===== config.mk =====
export PLATFORM = sky130hd
export DESIGN_NAME = pc_gen
export DESIGN_NICKNAME = d
export VERILOG_FILES = /design/src/rtl/pc_gen.sv
export SDC_FILE = /design/constraint.sdc
export NUM_CORES = 1
export LEC_CHECK = 0
export ABC_AREA = 1
export CAP_MARGIN = 10
export CELL_PAD_IN_SITES_DETAIL_PLACEMENT = 1
export CELL_PAD_IN_SITES_GLOBAL_PLACEMENT = 1
export CORE_ASPECT_RATIO = 0.5
export CORE_MARGIN = 4
export CORE_UTILIZATION = 30
export CTS_CLUSTER_SIZE = 25
export DETAILED_ROUTE_END_ITERATION = 7
export GPL_TIMING_DRIVEN = 0
export PLACE_DENSITY = 0.81
export SETUP_SLACK_MARGIN = 0.5
export SLEW_MARGIN = 15
export SYNTH_ARGS = -nofsm -noshare
export SYNTH_HDL_FRONTEND = slang
export SYNTH_SLANG_ARGS = --single-unit
export TNS_END_PERCENT = 30

===== constraint.sdc =====
create_clock -name clk -period 2.4 [get_ports clk]
set_input_delay 0.48 -clock clk [delete_from_list [all_inputs] [get_ports clk]]
set_output_delay 0.48 -clock clk [all_outputs]
set_load 0.01 [all_outputs]

===== src/rtl/pc_gen.sv =====
// Program counter and fetch-request generator with group masks and halt.
// Ports: clk, rst(async low), pc_hazarded, redirect_*, trap_valid, halt_req, fetch_ready -> fetch_*, misalign_err, halted, fetch_count.
module pc_gen #(
  parameter int unsigned XLEN = 32,
  parameter int unsigned FETCH_WIDTH = 1,
  parameter logic [XLEN-1:0] RESET_VECTOR = 32'h0000_0000,
  parameter logic [XLEN-1:0] TRAP_VECTOR = 32'h0000_0100,
  parameter int unsigned CNT_W = 16
) (
  input  logic clk,
  input  logic rst,
  input  logic pc_hazarded,
  input  logic redirect_valid,
  input  logic [XLEN-1:0] redirect_pc,
  input  logic trap_valid,
  input  logic halt_req,
  input  logic fetch_ready,
  output logic fetch_valid,
  output logic [XLEN-1:0] fetch_pc,
  output logic [FETCH_WIDTH-1:0] fetch_mask,
  output logic misalign_err,
  output logic halted,
  output logic [CNT_W-1:0] fetch_count
);

  localparam logic [XLEN-1:0] GSIZE = XLEN'(4 * FETCH_WIDTH);
  localparam logic [XLEN-1:0] GMASK = XLEN'(4 * FETCH_WIDTH - 1);
  localparam logic [XLEN-1:0] OMASK = XLEN'(FETCH_WIDTH - 1);

  typedef enum logic [1:0] {
    BOOT,
    RUN,
    HALT
  } state_t;

  state_t state;
  state_t state_nxt;
  logic accept;
  logic [XLEN-1:0] seq_pc;
  logic [XLEN-1:0] pc_nxt;
  logic err_nxt;

  // Slots before the word offset inside the group are not valid.
  function automatic logic [FETCH_WIDTH-1:0] mask_of(
    input logic [XLEN-1:0] pc
  );
    logic [XLEN-1:0] off;
    logic [FETCH_WIDTH-1:0] m;
    off = (pc >> 2) & OMASK;
    for (int i = 0; i < int'(FETCH_WIDTH); i++) begin
      m[i] = (XLEN'(i) >= off);
    end
    return m;
  endfunction

  assign accept = (state == RUN) && fetch_valid
    && fetch_ready && !pc_hazarded;
  assign seq_pc = (fetch_pc & ~GMASK) + GSIZE;

  always_comb begin
    pc_nxt = fetch_pc;
    err_nxt = 1'b0;
    if (trap_valid) begin
      pc_nxt = TRAP_VECTOR;
    end else if (redirect_valid) begin
      pc_nxt = {redirect_pc[XLEN-1:2], 2'b00};
      err_nxt = (redirect_pc[1:0] != 2'b00);
    end else if (accept) begin
      pc_nxt = seq_pc;
    end
  end

  always_comb begin
    state_nxt = state;
    unique case (state)
      BOOT: state_nxt = halt_req ? HALT : RUN;
      RUN: state_nxt = halt_req ? HALT : RUN;
      HALT: begin
        if (!halt_req || trap_valid) state_nxt = RUN;
      end
      default: state_nxt = BOOT;
    endcase
  end

  always_ff @(posedge clk or negedge rst) begin
    if (!rst) begin
      state <= BOOT;
      fetch_pc <= RESET_VECTOR;
      fetch_mask <= mask_of(RESET_VECTOR);
      fetch_valid <= 1'b0;
      misalign_err <= 1'b0;
      halted <= 1'b0;
      fetch_count <= '0;
    end else begin
      state <= state_nxt;
      fetch_pc <= pc_nxt;
      fetch_mask <= mask_of(pc_nxt);
      fetch_valid <= (state_nxt == RUN);
      halted <= (state_nxt == HALT);
      misalign_err <= err_nxt;
      if (accept) fetch_count <= fetch_count + 1'b1;
    end
  end

endmodule

# After elaboration in Yosys (flattened, before gate mapping)
# Index checks and enable logic that the tools add are counted.
[classes] addsub=2 n_eq_ne=4 mux=8 reduce_logical=10
[ops] cell="2-to-1 mux 32 bit" n=3
[ops] cell="adder 32 x 3 -> 32 bit, second input constant" n=1
[ops] cell="adder 16 x 1 -> 16 bit, second input constant" n=1
[ops] cell="== test 2 x 1 -> 1 bit, second input constant" n=2
[ops] cell="== test 2 bit, second input constant" n=2
[ops] cell="2-to-1 mux 2 bit" n=2
[ops] cell="one-hot mux 2 bit (2 select lines)" n=1
[ops] cell="logical AND 1 bit" n=3
[ops] cell="nonzero test 3 bit" n=1
[ops] cell="logical NOT 1 bit" n=2
[ops] cell="logical NOT 2 bit" n=1
[ops] cell="2-to-1 mux 1 bit" n=2
[ops] cell="nonzero test 2 bit" n=1
[ops] cell="OR reduction 2 bit" n=1
[ops] cell="logical OR 1 bit" n=1
[totals] regBits=53 word_cells=30

# Logic depth before layout (Yosys ltp)
# Gate-level depths: netlist of the first run.
[logic_depth] word_depth=7 depth_mapped=10

# Worst setup path after synthesis of the first run
# No wires, ideal clock.
[synth_path] kind="reg2reg" startpoint="register fetch_pc[3]" endpoint="register fetch_pc[24]" setup_time_ns=0.116 arrival_ns=1.374 slack_ns=0.910 path_stages_with_launch=11 n_path_buf=0 cell_sequence="dfrtp_1 > ha_1 > inv_1 > nor2_4 > nand2_1 > nor2_1 > nand2_1 > nand2_1 > nand3_1 > nand2_1 > nand2_1"
[synth_via] elab_chain_cells=4
[synth_rtl] item="from (decl)" line="19" source="output logic [XLEN-1:0] fetch_pc,"
[synth_rtl] item="from (signal assigned)" line="96" source="fetch_pc <= pc_nxt;"
[synth_rtl] item="adder 32 x 3 -> 32 bit" line="58" source="assign seq_pc = (fetch_pc & ~GMASK) + GSIZE;"
[synth_rtl] item="2-to-1 mux 32 bit" line="68" source="end else if (accept) begin"
[synth_rtl] item="2-to-1 mux 32 bit" line="65" source="end else if (redirect_valid) begin"
[synth_rtl] item="2-to-1 mux 32 bit" line="63" source="if (trap_valid) begin"
# No other way between the ends. The select of a mux whose other input is x is not followed.
# A chain may end at the register's enable or synchronous reset.

# Final worst setup path of the first run
[layout_path] startpoint="input port redirect_valid" endpoint="register fetch_pc[5]"
[layout_via] elab_chain_cells=2 elab_cells_between_ends=3 classes_between="2 x mux; 1 x reduce/logical"
[layout_rtl] item="from (decl)" line="13" source="input logic redirect_valid,"
[layout_rtl] item="2-to-1 mux 32 bit" line="65"
[layout_rtl] item="2-to-1 mux 32 bit" line="63"
# Parallel ways exist; a longest one is shown, timed or not.

==> metrics.md, run 1 <==
| Metric | Value |
|---|---|
| Initial antenna violation count | 0 |
| Sw frac | between 30% and 40% |
| Most common cell after layout, fill and taps aside | nand2_1 |
| Max cap viols | 0 |
| Gate power share | 26.2% |
| Critical path endpoint category | flip-flop |
| Int Pwr | 1.82 mW |
| Dpl hpwl | ~9000 um |
| Clock share of power | around a third |
| Leading area contributor after synthesis | dfrtp_1 |
| Crit path buffers/inverters | 4 |
| Maximum vdd drop | roughly 0.34 mV |
| Fin. Hold Viols | 0 |
| Arrival time worst endpoint | ~2.1 ns |
| Synthesis-stage register bit count | approximately 50 |
| H-tree levels | 2 |
| First-pass GRT wire length | ~19000 um |
| Pre-CTS WS | 0.122 ns |
| Worst-Margin Slew | 0.713 ns |
| Routed len/inst | between 15 and 20 um |
| Root Driver | clkbuf_16 |
| Area contributors post-synth | dfrtp_1 37%, nand2_1 19%, nor2_1 12%, nand3_1 6.6%, inv_1 5.3% |
| Slowest cell on crit path | clkdlybuf4s50_1 |
| Port Buf Inserts | 87 |
| # nets final | roughly 670 |
| Total track usage | between 10% and 20% |
| Fin util | between 40% and 50% |
| Final period utilization | 78.3% |
| Setup ws final | around 0.52 ns |
| Ant. Diodes | 0 |
| Pin count of the biggest net entering global routing | 52 |
| Fmax | about 0.53 GHz |
| Site row count | 27 |
| Vias | roughly 3700 |
| Initial DRC Count | roughly 160 |
| CTS buffer count | 5 |
| Library cells used by synthesis | 30 |
| Width of the die | roughly 160 um |
| Yosys top cell area share | roughly 37% |
| Starting density of the core | a little under a third |
| Mean Syn Cell Area | 6.44 sq um |
| Ports | slightly above 90 |
| Worst-case clock buffer depth | 2 |
| Post-synthesis sequential area ratio | 37.4% |
| Die H | ~83 um |
| Die ar. | about 13000 sq um |
| Final wirelength | about 12000 um |
| CP Class | in -> reg |
| Fin Hold WS | about 0.23 ns |
| Post-synthesis cell count | between 500 and 600 |
| Class of the worst hold path | in -> async |
| Setup-failing EPs final | 0 |
| Core Region | about 11000 sq um |
| Metal3 WL | a little under 300 um |
| CP max FO | 10 |
| Global route total overflow | 0 |
| Leakage | 2.05 nW |
| Sinks on Clock Net | 51 |
| RSZ-0062 raised after global routing | yes |
| Post-route DRC violation count | 0 |
| Hold_buf cts | 0 |
| Vias per cell | 4.83 |
| Syn Std Cell Area | between 3000 and 4000 sq um |
| Routed wl met2 | 5730 um |
| Cell family contributing the most delay on the critical path | buffers and inverters |
| Period minus WS final | 1.88 ns |
| Slew Limit Fails | 0 |
| Worst-path clk slew | ~0.080 ns |
| Status | finished, final reports clean |
| Worst Path Required | 2.58 ns |
| Max layer used | met4 |
| Final antenna-violating net count | 0 |
| Crit path cell chain | clkdlybuf4s50_1 > clkbuf_4 > clkinvlp_4 > buf_1 > nand3_1 > o21ai_0 > o22ai_1 |
| Metal-1 WL | approximately 5600 um |
| Final Wtd Congestion | around 0.84 |
| Vias in the first global route | between 3000 and 4000 |
| Area grow syn2layout | 36.9% |
| PwrDens | about 580 nW/um^2 |
| Crit start category | primary input |
| Seq pwr share | between 40% and 50% |
| Worst rel slew slack | 52.5% |
| Layout cells sized above 1 | under 10% |
| Crit path largest cell delay | roughly 0.43 ns |
| Psw | roughly 0.9 mW |
| Commonest cells after routing, fill and taps aside | 177 x nand2_1, 104 x nor2_1, 86 x clkdlybuf4s50_1 |
| Worst Clk Skew | between 0.004 and 0.005 ns |
| 1st-pass router iterations | 4 |
| Worst-Skew Late Latency | 0.30 ns |
| Synth warn | 0 |
| TritonCTS clock tree | done |
-- logic make-up after synthesis --
| group | share of synthesized area, % |
|---|---|
| AO/OA/AOI/OAI | 6.56 |
| XOR/XNOR | 4.11 |
| adder cells (fa/ha/maj) | 0.733 |
| buffers and inverters | 7.92 |
| flip-flops | 37.4 |
| other | 0.220 |
| AND/OR/NAND/NOR | 43.1 |
-- synth_stat cells, drive strengths merged --
| cell | count |
|---|---|
| buf | 10 |
| o21ai | 30 |
| inv | 48 |
| o2111ai | 1 |
| ha | 2 |
| clkinv | 1 |
| nand4 | 3 |
| and2 | 2 |
| a31oi | 1 |
| clkbuf | 5 |
| nand2 | 182 |
| conb | 2 |
| o22ai | 1 |
| o31ai | 1 |
| nand3 | 46 |
| xnor2 | 8 |
| dfrtp | 51 |
| o21bai | 2 |
| nor2 | 111 |
| a21oi | 5 |
| or2 | 2 |
| nor3 | 8 |
| xor2 | 8 |
-- repair_timing --
action,4_1_cts,5_1_grt
gates cloned,0,0
gates resized for setup,3,10
buffers inserted,0,0
setup endpoints to repair,17,31
-- flip-flops by register name, summed over array words and instances (netlist names) --
signal / count
fetch_count: 16
fetch_valid: 1
halted: 1
fetch_pc: 30
misalign_err: 1
state: 2
-- final cells by class --
type                       instances  area, sq um
clock buffer                       5          125
timing repair buffer              87          868
inverter                          49          188
fill                            1456         6380
sequential                        51         1280
tap                              145          181
buffer                            15         95.1
clock inverter                     3         47.5
multi-input combinational        416         1890
-- power groups by stage --
stage | Sequential (mW) | Clock, mW | Combinational [mW]
6_report | 1.12 | 0.872 | 0.708
5_1_grt | 1.15 | 0.930 | 0.790
4_1_cts | 1.12 | 0.896 | 0.716
3_5_place_dp | 1.14 | 0 | 0.709
3_3_place_gp | 1.13 | 0 | 0.686
2_1_floorplan | 1.14 | 0 | 0.277
-- path summary, 6_finish.rpt --
path | cells after the start | slack, ns | end | from
worst max-delay path | 7 | 0.52 | fetch_pc[5] | redirect_valid
worst min-delay path | 1 | 0.23 | fetch_pc[30] | rst
worst max register to register | 10 | 0.69 | fetch_pc[24] | fetch_pc[3]
worst min register to register | 1 | 0.49 | state[1] | state[1]
max in group asynchronous | 1 | 1.71 | fetch_count[14] | rst
min in group clk | 1 | 0.49 | state[1] | state[1]
-- per-layer routing --
metal / GRT usage (%) / vias up
met1: 23.4 / 1829
met5: 0 / -
met4: 3.15 / 0
met2: 31.8 / 55
li1: - / 1832
met3: 2.58 / 9
-- worst reg2reg max path, stage by stage, from the launching register on --
cell	delay, ns
dfrtp_1	0.41
ha_2	0.24
inv_1	0.09
nor2_4	0.21
nand2_1	0.12
nor2_1	0.22
nand2_1	0.07
nand2_1	0.06
nand3_1	0.06
nand2_1	0.07
nand2_1	0.05
-- through the flow --
step	power [mW]	instances	TNS, ns	area (sq um)
after floorplan	1.42	531	0	3420
after global placement	1.81	763	-47.25	4470
after detailed placement	1.84	763	0	4470
after CTS	2.73	771	0	4650
after global routing	2.87	771	0	4670
final	2.70	771	0	4670
Power figures use the tool's default switching activity.
==> run 2: changes to the inputs <==
- clock period: 2.4 -> 1.87 ns (I/O delays scaled with it)
==> metrics.md, run 2 (same netlist as run 1, synthesis figures left out) <==
| Metric | Value |
|---|---|
| CP Class | reg -> reg |
| Starting density of the core | 30.9% (unchanged) |
| Layout cells sized above 1 | 27.1% (+21 points) |
| Reg-to-Reg End | fetch_pc[20] |
| M3 GR Usage | 3.72% (+1.1 points) |
| First-pass GRT wire length | 22600 um (+17%) |
| Pre-CTS WS | -0.258 ns (-0.380 ns) |
| Worst rel slew slack | 52.9% (+0.40 points) |
| Worst Path Required | 2.11 ns (-0.47 ns) |
| Area post-placement | 4480 sq um (+0.34%) |
| Crit path largest cell delay | 0.43 ns (about the same) |
| Cell family contributing the most delay on the critical path | simple AND/OR/NAND/NOR gates |
| Largest regs | fetch_pc x30, fetch_count x16, state x2 |
| Site row count | 27 (unchanged) |
| Dpl hpwl | 8900 um (-1.3%) |
| Worst reg-to-reg setup slack | 0.24 ns (-0.45 ns) |
| PnR Total Power | 3.65 mW (+35%) |
| Width of the die | 159 um (unchanged) |
| Worst-Margin Slew | 0.707 ns (-0.00607 ns) |
| Seq pwr share | 38.0% (-3.5 points) |
| RSZ-0062 raised after global routing | yes |
| Worst Clk Skew | 0.00592 ns (+0.00134 ns) |
| CTS buffer count | 5 (unchanged) |
| Vias | 4216 (+13%) |
| Initial DRC Count | 190 (+21%) |
| Ports | 91 (unchanged) |
| Final Wtd Congestion | 0.843 (+0.79%) |
| Crit start category | flip-flop |
| Setup tns final | 0 ns (unchanged) |
| H-tree levels | 2 (unchanged) |
| Core Region | 11000 sq um (unchanged) |
| Fmax | 0.614 GHz |
| Clock share of power | 27.6% (-4.7 points) |
| Most used cell, CP | nand2_1 |
| Port Buf Inserts | 87 (unchanged) |
| Largest register FFs | 30 (unchanged) |
| Worst r2r path cells | 10 (unchanged) |
| Worst-path clk slew | 0.07 ns (about the same) |
| Most common cell after layout, fill and taps aside | nand2_1 |
| Global route total overflow | 0 (unchanged) |
| Final period utilization | 87.1% |
| Final antenna-violating net count | 0 (unchanged) |
| Vias per cell | 5.03 (+4.1%) |
| Total track usage | 20.8% (+3.0 points) |
| Gate power share | 34.4% (+8.2 points) |
| TritonCTS clock tree | done |
| Int Pwr | 2.38 mW (+31%) |
| Maximum vdd drop | 0.568 mV (+65%) |
| Arrival time worst endpoint | 1.87 ns (-0.19 ns) |
| Root Driver | clkbuf_16 |
| GRT met2 Usage | 36.7% (+4.9 points) |
| 1st-pass router iterations | 4 (unchanged) |
| Slowest cell on crit path | dfrtp_1 |
| Final instance area | 5690 sq um (+22%) |
| Routed len/inst | 17.9 um (+18%) |
| Crit path buffers/inverters | 2 (-2) |
| Busiest layer in global routing | met2 |
| Final wirelength | 15000 um (+28%) |
| Setup-failing EPs final | 0 (unchanged) |
| CP Launch Point | fetch_pc[2] |
| Reg2reg start | fetch_pc[2] |
| Critical path endpoint category | flip-flop |
| Sinks on Clock Net | 51 (unchanged) |
| Post-route DRC violation count | 0 (unchanged) |
| Class of the worst hold path | in -> async |
| Die H | 83.4 um (unchanged) |
| CP max FO | 3 (-7) |
| Sw frac | 34.7% (+2.1 points) |
| Period minus WS final | 1.63 ns |
| Max cap viols | 0 (unchanged) |
| Crit path cell chain | ha_4 > inv_4 > nor2_4 > buf_6 > nand3_4 > o21bai_1 > nand2_1 > nand2_1 > nand2_1 > nand2_1 |
| Worst-case clock buffer depth | 2 (unchanged) |
| Psw | 1.26 mW (+44%) |
| PwrDens | 641 nW/um^2 (+11%) |
| Vias in the first global route | 4353 (+12%) |
| Largest Register | fetch_pc |
| # nets final | 733 (+10%) |
| Status | finished, final reports clean |
| Met1 Use GR | 26.7% (+3.3 points) |
| Worst-Skew Late Latency | 0.31 ns (about the same) |
| Die ar. | 13200 sq um (unchanged) |
| Area grow syn2layout | 66.6% |
| Ant. Diodes | 0 (unchanged) |
| Setup ws final | 0.242 ns (-0.279 ns) |
| Initial antenna violation count | 0 (unchanged) |
| Slew Limit Fails | 0 (unchanged) |
| Commonest cells after routing, fill and taps aside | 161 x nand2_1, 69 x nor2_1, 58 x buf_4 |
| Hold_buf cts | 0 (unchanged) |
| Fin util | 51.5% (+9.2 points) |
| Fin. Hold Viols | 0 (unchanged) |
| Leakage | 2.72 nW (+33%) |
| Pin count of the biggest net entering global routing | 52 (unchanged) |
==> run 2: cell types whose count changed in the layout (fill, tap and decap cells not counted), moves of 10 or more <==
cell             delta
o21ai_1            +11
nand2_1            -16
nor2_2             +13
buf_4              +54
o21ai_0            -13
nor2_4             +22
buf_6              +12
clkdlybuf4s50_1    -43
dfrtp_1            -18
nand2_2            +11
nor2_1             -35
dlymetal6s2s_1     +10
dlygate4sd2_1      +31
dfrtp_2            +18
==> run 2: repair_timing <==
action | 4_1_cts | 5_1_grt
pin swaps | 32 | 18
resized for setup | 164 | 46
setup buffers | 51 | 13
setup endpoints to repair | 94 | 90
gates cloned | 3 | 0
==> run 2: worst max path at each step <==
stage | endpoint | slack [ns] | depth (start not counted)
finish | fetch_pc[20] | 0.24 | 10
global placement | fetch_pc[29] | -1.29 | 1
CTS | fetch_pc[17] | 0.27 | 1
detailed placement | fetch_pc[13] | -0.26 | 9
floorplan | fetch_pc[26] | 0.46 | 10
global route | fetch_pc[20] | 0.15 | 11
==> run 2: stage by stage <==
stage / instances / hold slack [ns]
3_3_place_gp: 763 / 0.459
4_1_cts: 825 / 0.154
5_1_grt: 838 / 0.180
6_report: 838 / 0.109
2_1_floorplan: 531 / 0.0784
3_5_place_dp: 763 / 0.475
==> run 2: cell type report <==
type | count | area, sq um
Multi-Input combinational cell | 417 | 2270
Tap cell | 145 | 181
Fill cell | 1350 | 5360
Clock buffer | 7 | 143
Buffer | 15 | 149
Timing Repair Buffer | 153 | 1440
Sequential cell | 51 | 1300
Inverter | 49 | 194
Clock inverter | 1 | 8.76
==> run 2: metal layers <==
| metal | up-vias | share of wire (%) |
|---|---|---|
| li1 | 1973 | - |
| met4 | 0 | 2.3 |
| met1 | 2078 | 42 |
| met2 | 130 | 50 |
| met5 | - | 0 |
| met3 | 35 | 5.9 |
==> run 2: power by group through the flow <==
stage                     logic (mW)  clock network [mW]  registers, mW
after global routing            1.37                1.06           1.41
after detailed placement       0.904                   0           1.45
after floorplan                0.357                   0           1.47
final                           1.25                1.00           1.39
after global placement         0.882                   0           1.45
after CTS                       1.18                1.02           1.38
==> run 3: changes to the inputs <==
- CORE_UTILIZATION: 30 -> 28
- CTS_BUF_LIST: default -> sky130_fd_sc_hd__clkbuf_8
- PLACE_DENSITY: 0.81 -> 0.77
==> metrics.md, run 3 (same netlist as run 1, synthesis figures left out) <==
| Metric | Value |
|---|---|
| Initial antenna violation count | 1 (+1) |
| Psw | 1.25 mW (-1.1%) |
| Routed len/inst | 16.8 um (-5.8%) |
| # nets final | 757 (+3.3%) |
| Status | finished, final reports clean |
| Final wirelength | 14800 um (-0.91%) |
| Die H | 86.1 um (+3.2%) |
| Vias | 4259 (+1.0%) |
| Class of the worst hold path | in -> async |
| Crit path largest cell delay | 0.37 ns (-0.06 ns) |
| Final Wtd Congestion | 0.841 (-0.24%) |
| Vias in the first global route | 4437 (+1.9%) |
| CP Launch Point | fetch_pc[5] |
| CP max FO | 5 (+2) |
| Arrival time worst endpoint | 1.85 ns (-0.02 ns) |
| Worst reg-to-reg setup slack | 0.28 ns (+0.04 ns) |
| Critical path endpoint category | flip-flop |
| Worst-Margin Slew | 0.748 ns (+0.0413 ns) |
| Leakage | 2.72 nW (-0.13%) |
| Final antenna-violating net count | 0 (unchanged) |
| Ports | 91 (unchanged) |
| Total track usage | 19.8% (-0.98 points) |
| Seq pwr share | 39.8% (+1.8 points) |
| H-tree levels | 2 (unchanged) |
| Worst-path clk slew | 0.12 ns (+0.05 ns) |
| Crit start category | flip-flop |
| CTS buffer count | 5 (unchanged) |
| Clock share of power | 19.9% (-7.7 points) |
| Maximum vdd drop | 0.514 mV (-9.5%) |
| 1st-pass router iterations | 4 (unchanged) |
| Worst Path Required | 2.13 ns (+0.02 ns) |
| Vias per cell | 4.83 (-3.9%) |
| Worst Clk Skew | 0.0201 ns (+0.0142 ns) |
| PnR Total Power | 3.44 mW (-5.7%) |
| Pin count of the biggest net entering global routing | 52 (unchanged) |
| Worst rel slew slack | 50.1% (-2.8 points) |
| Port Buf Inserts | 87 (unchanged) |
| Root Driver | clkbuf_8 |
| Worst-Skew Late Latency | 0.33 ns (+0.02 ns) |
| Fin Hold WS | 0.0867 ns (-0.0226 ns) |
| Area grow syn2layout | 69.6% |
| First-pass GRT wire length | 22300 um (-1.6%) |
| Die ar. | 14100 sq um (+6.6%) |
| Fmax | 0.628 GHz (+2.3%) |
| Slowest cell on crit path | dfrtp_2 |
| Max cap viols | 0 (unchanged) |
| Dpl hpwl | 9040 um (+1.6%) |
| Core Region | 11900 sq um (+7.5%) |
| Area of the multi-input gates | 2230 sq um (-1.8%) |
| Fill cells | 1481 (+9.7%) |
| Fin. Hold Viols | 0 (unchanged) |
| Post-route DRC violation count | 0 (unchanged) |
| PwrDens | 594 nW/um^2 (-7.3%) |
| TritonCTS clock tree | done |
| Worst r2r path cells | 10 (unchanged) |
| Most common cell after layout, fill and taps aside | nand2_1 |
| Reg-to-Reg End | fetch_pc[17] |
| Reg2reg start | fetch_pc[5] |
| Largest register FFs | 30 (unchanged) |
| Largest Register | fetch_pc |
| Worst-case clock buffer depth | 2 (unchanged) |
| Sw frac | 36.4% (+1.7 points) |
| Layout cells sized above 1 | 32.8% (+5.7 points) |
| RSZ-0062 raised after global routing | yes |
| Largest regs | fetch_pc x30, fetch_count x16, state x2 |
| FF+latch area | 1310 sq um (+0.67%) |
| Width of the die | 164 um (+3.3%) |
| Int Pwr | 2.19 mW (-8.1%) |
| Ant. Diodes | 0 (unchanged) |
| CP Class | reg -> reg |
| Starting density of the core | 28.7% (-2.2 points) |
| Fin util | 48.7% (-2.8 points) |
| Sinks on Clock Net | 51 (unchanged) |
| Gate power share | 40.2% (+5.8 points) |
| Setup-failing EPs final | 0 (unchanged) |
| Final period utilization | 85.1% (-1.9 points) |
| Site row count | 28 (+3.7%) |
| Initial DRC Count | 204 (+7.4%) |
| Slew Limit Fails | 0 (unchanged) |
| Commonest cells after routing, fill and taps aside | 155 x nand2_1, 82 x buf_4, 72 x nor2_1 |
| Crit path cell chain | buf_4 > nand2_2 > nor2_4 > nand2_4 > nor2_4 > buf_4 > nand2_1 > nand3_1 > nand2_1 > o21ai_1 |
| Global route total overflow | 0 (unchanged) |
| Period minus WS final | 1.59 ns (-0.0361 ns) |
==> run 3: cell count changes in the layout (fill, tap and decap cells not counted), moves of 7 or more <==
cell             change
dfrtp_2              +7
buf_4               +24
nor2_2               +7
nand2_2              +7
nor2_4              -10
dfrtp_1              -7
clkdlybuf4s50_1      -8
==> run 3: area by class of cell <==
type                       instances  share of cell area (%)
multi-input combinational        416                    38.6
timing repair buffer             178                    27.7
sequential                        51                    22.6
tap                              165                    3.57
inverter                          49                    3.48
buffer                            15                    2.66
clock buffer                       5                    1.19
clock inverter                     2                   0.238
==> run 3: how the worst max path moves through the flow <==
stage | cells past startpoint | endpoint | slack (ns)
after floorplan | 10 | fetch_pc[26] | 0.46
after global placement | 1 | fetch_count[9] | -1.40
after detailed placement | 10 | fetch_pc[12] | -0.28
after CTS | 1 | fetch_pc[14] | 0.28
after global routing | 10 | fetch_pc[17] | 0.18
final | 10 | fetch_pc[17] | 0.28
==> run 3: per-layer routing <==
layer  track usage [%]  routed length (um)
met1              25.6                6580
met2              35.3                7460
met3              3.50                 570
met4              3.50                 219
met5                 0                  13
==> run 3: timing repair <==
item,CTS,global route
pin swaps,17,34
hold buffers,0,0
cloned,4,0
setup endpoints to repair,93,93
setup buffers,61,26
gates resized for setup,161,89
==> run 3: worst max-delay path: cells and delay by family, from the launching register on <==
family,cells,cell delay (ns)
DFF,1,0.37
and+or+nand+nor,7,0.79
buffers and inverters,2,0.29
AOI/OAI and AO/OA,1,0.08
==> run 3: power by group through the flow <==
stage	combinational [mW]	clock, mW	sequential (mW)
final	1.38	0.686	1.37
after global routing	1.52	0.758	1.39
after CTS	1.16	0.702	1.37
after detailed placement	0.902	0	1.46
after global placement	0.880	0	1.45
after floorplan	0.357	0	1.47
==> run 3: per-stage QoR <==
| step | setup TNS [ns] | cells | area [sq um] | worst slack [ns] |
|---|---|---|---|---|
| finish | 0 | 881 | 5790 | 0.278 |
| global route | 0 | 881 | 5790 | 0.182 |
| CTS | 0 | 855 | 5350 | 0.278 |
| detailed placement | -7.42 | 783 | 4510 | -0.278 |
| global placement | -78.40 | 783 | 4510 | -1.40 |
| floorplan | 0 | 531 | 3430 | 0.458 |
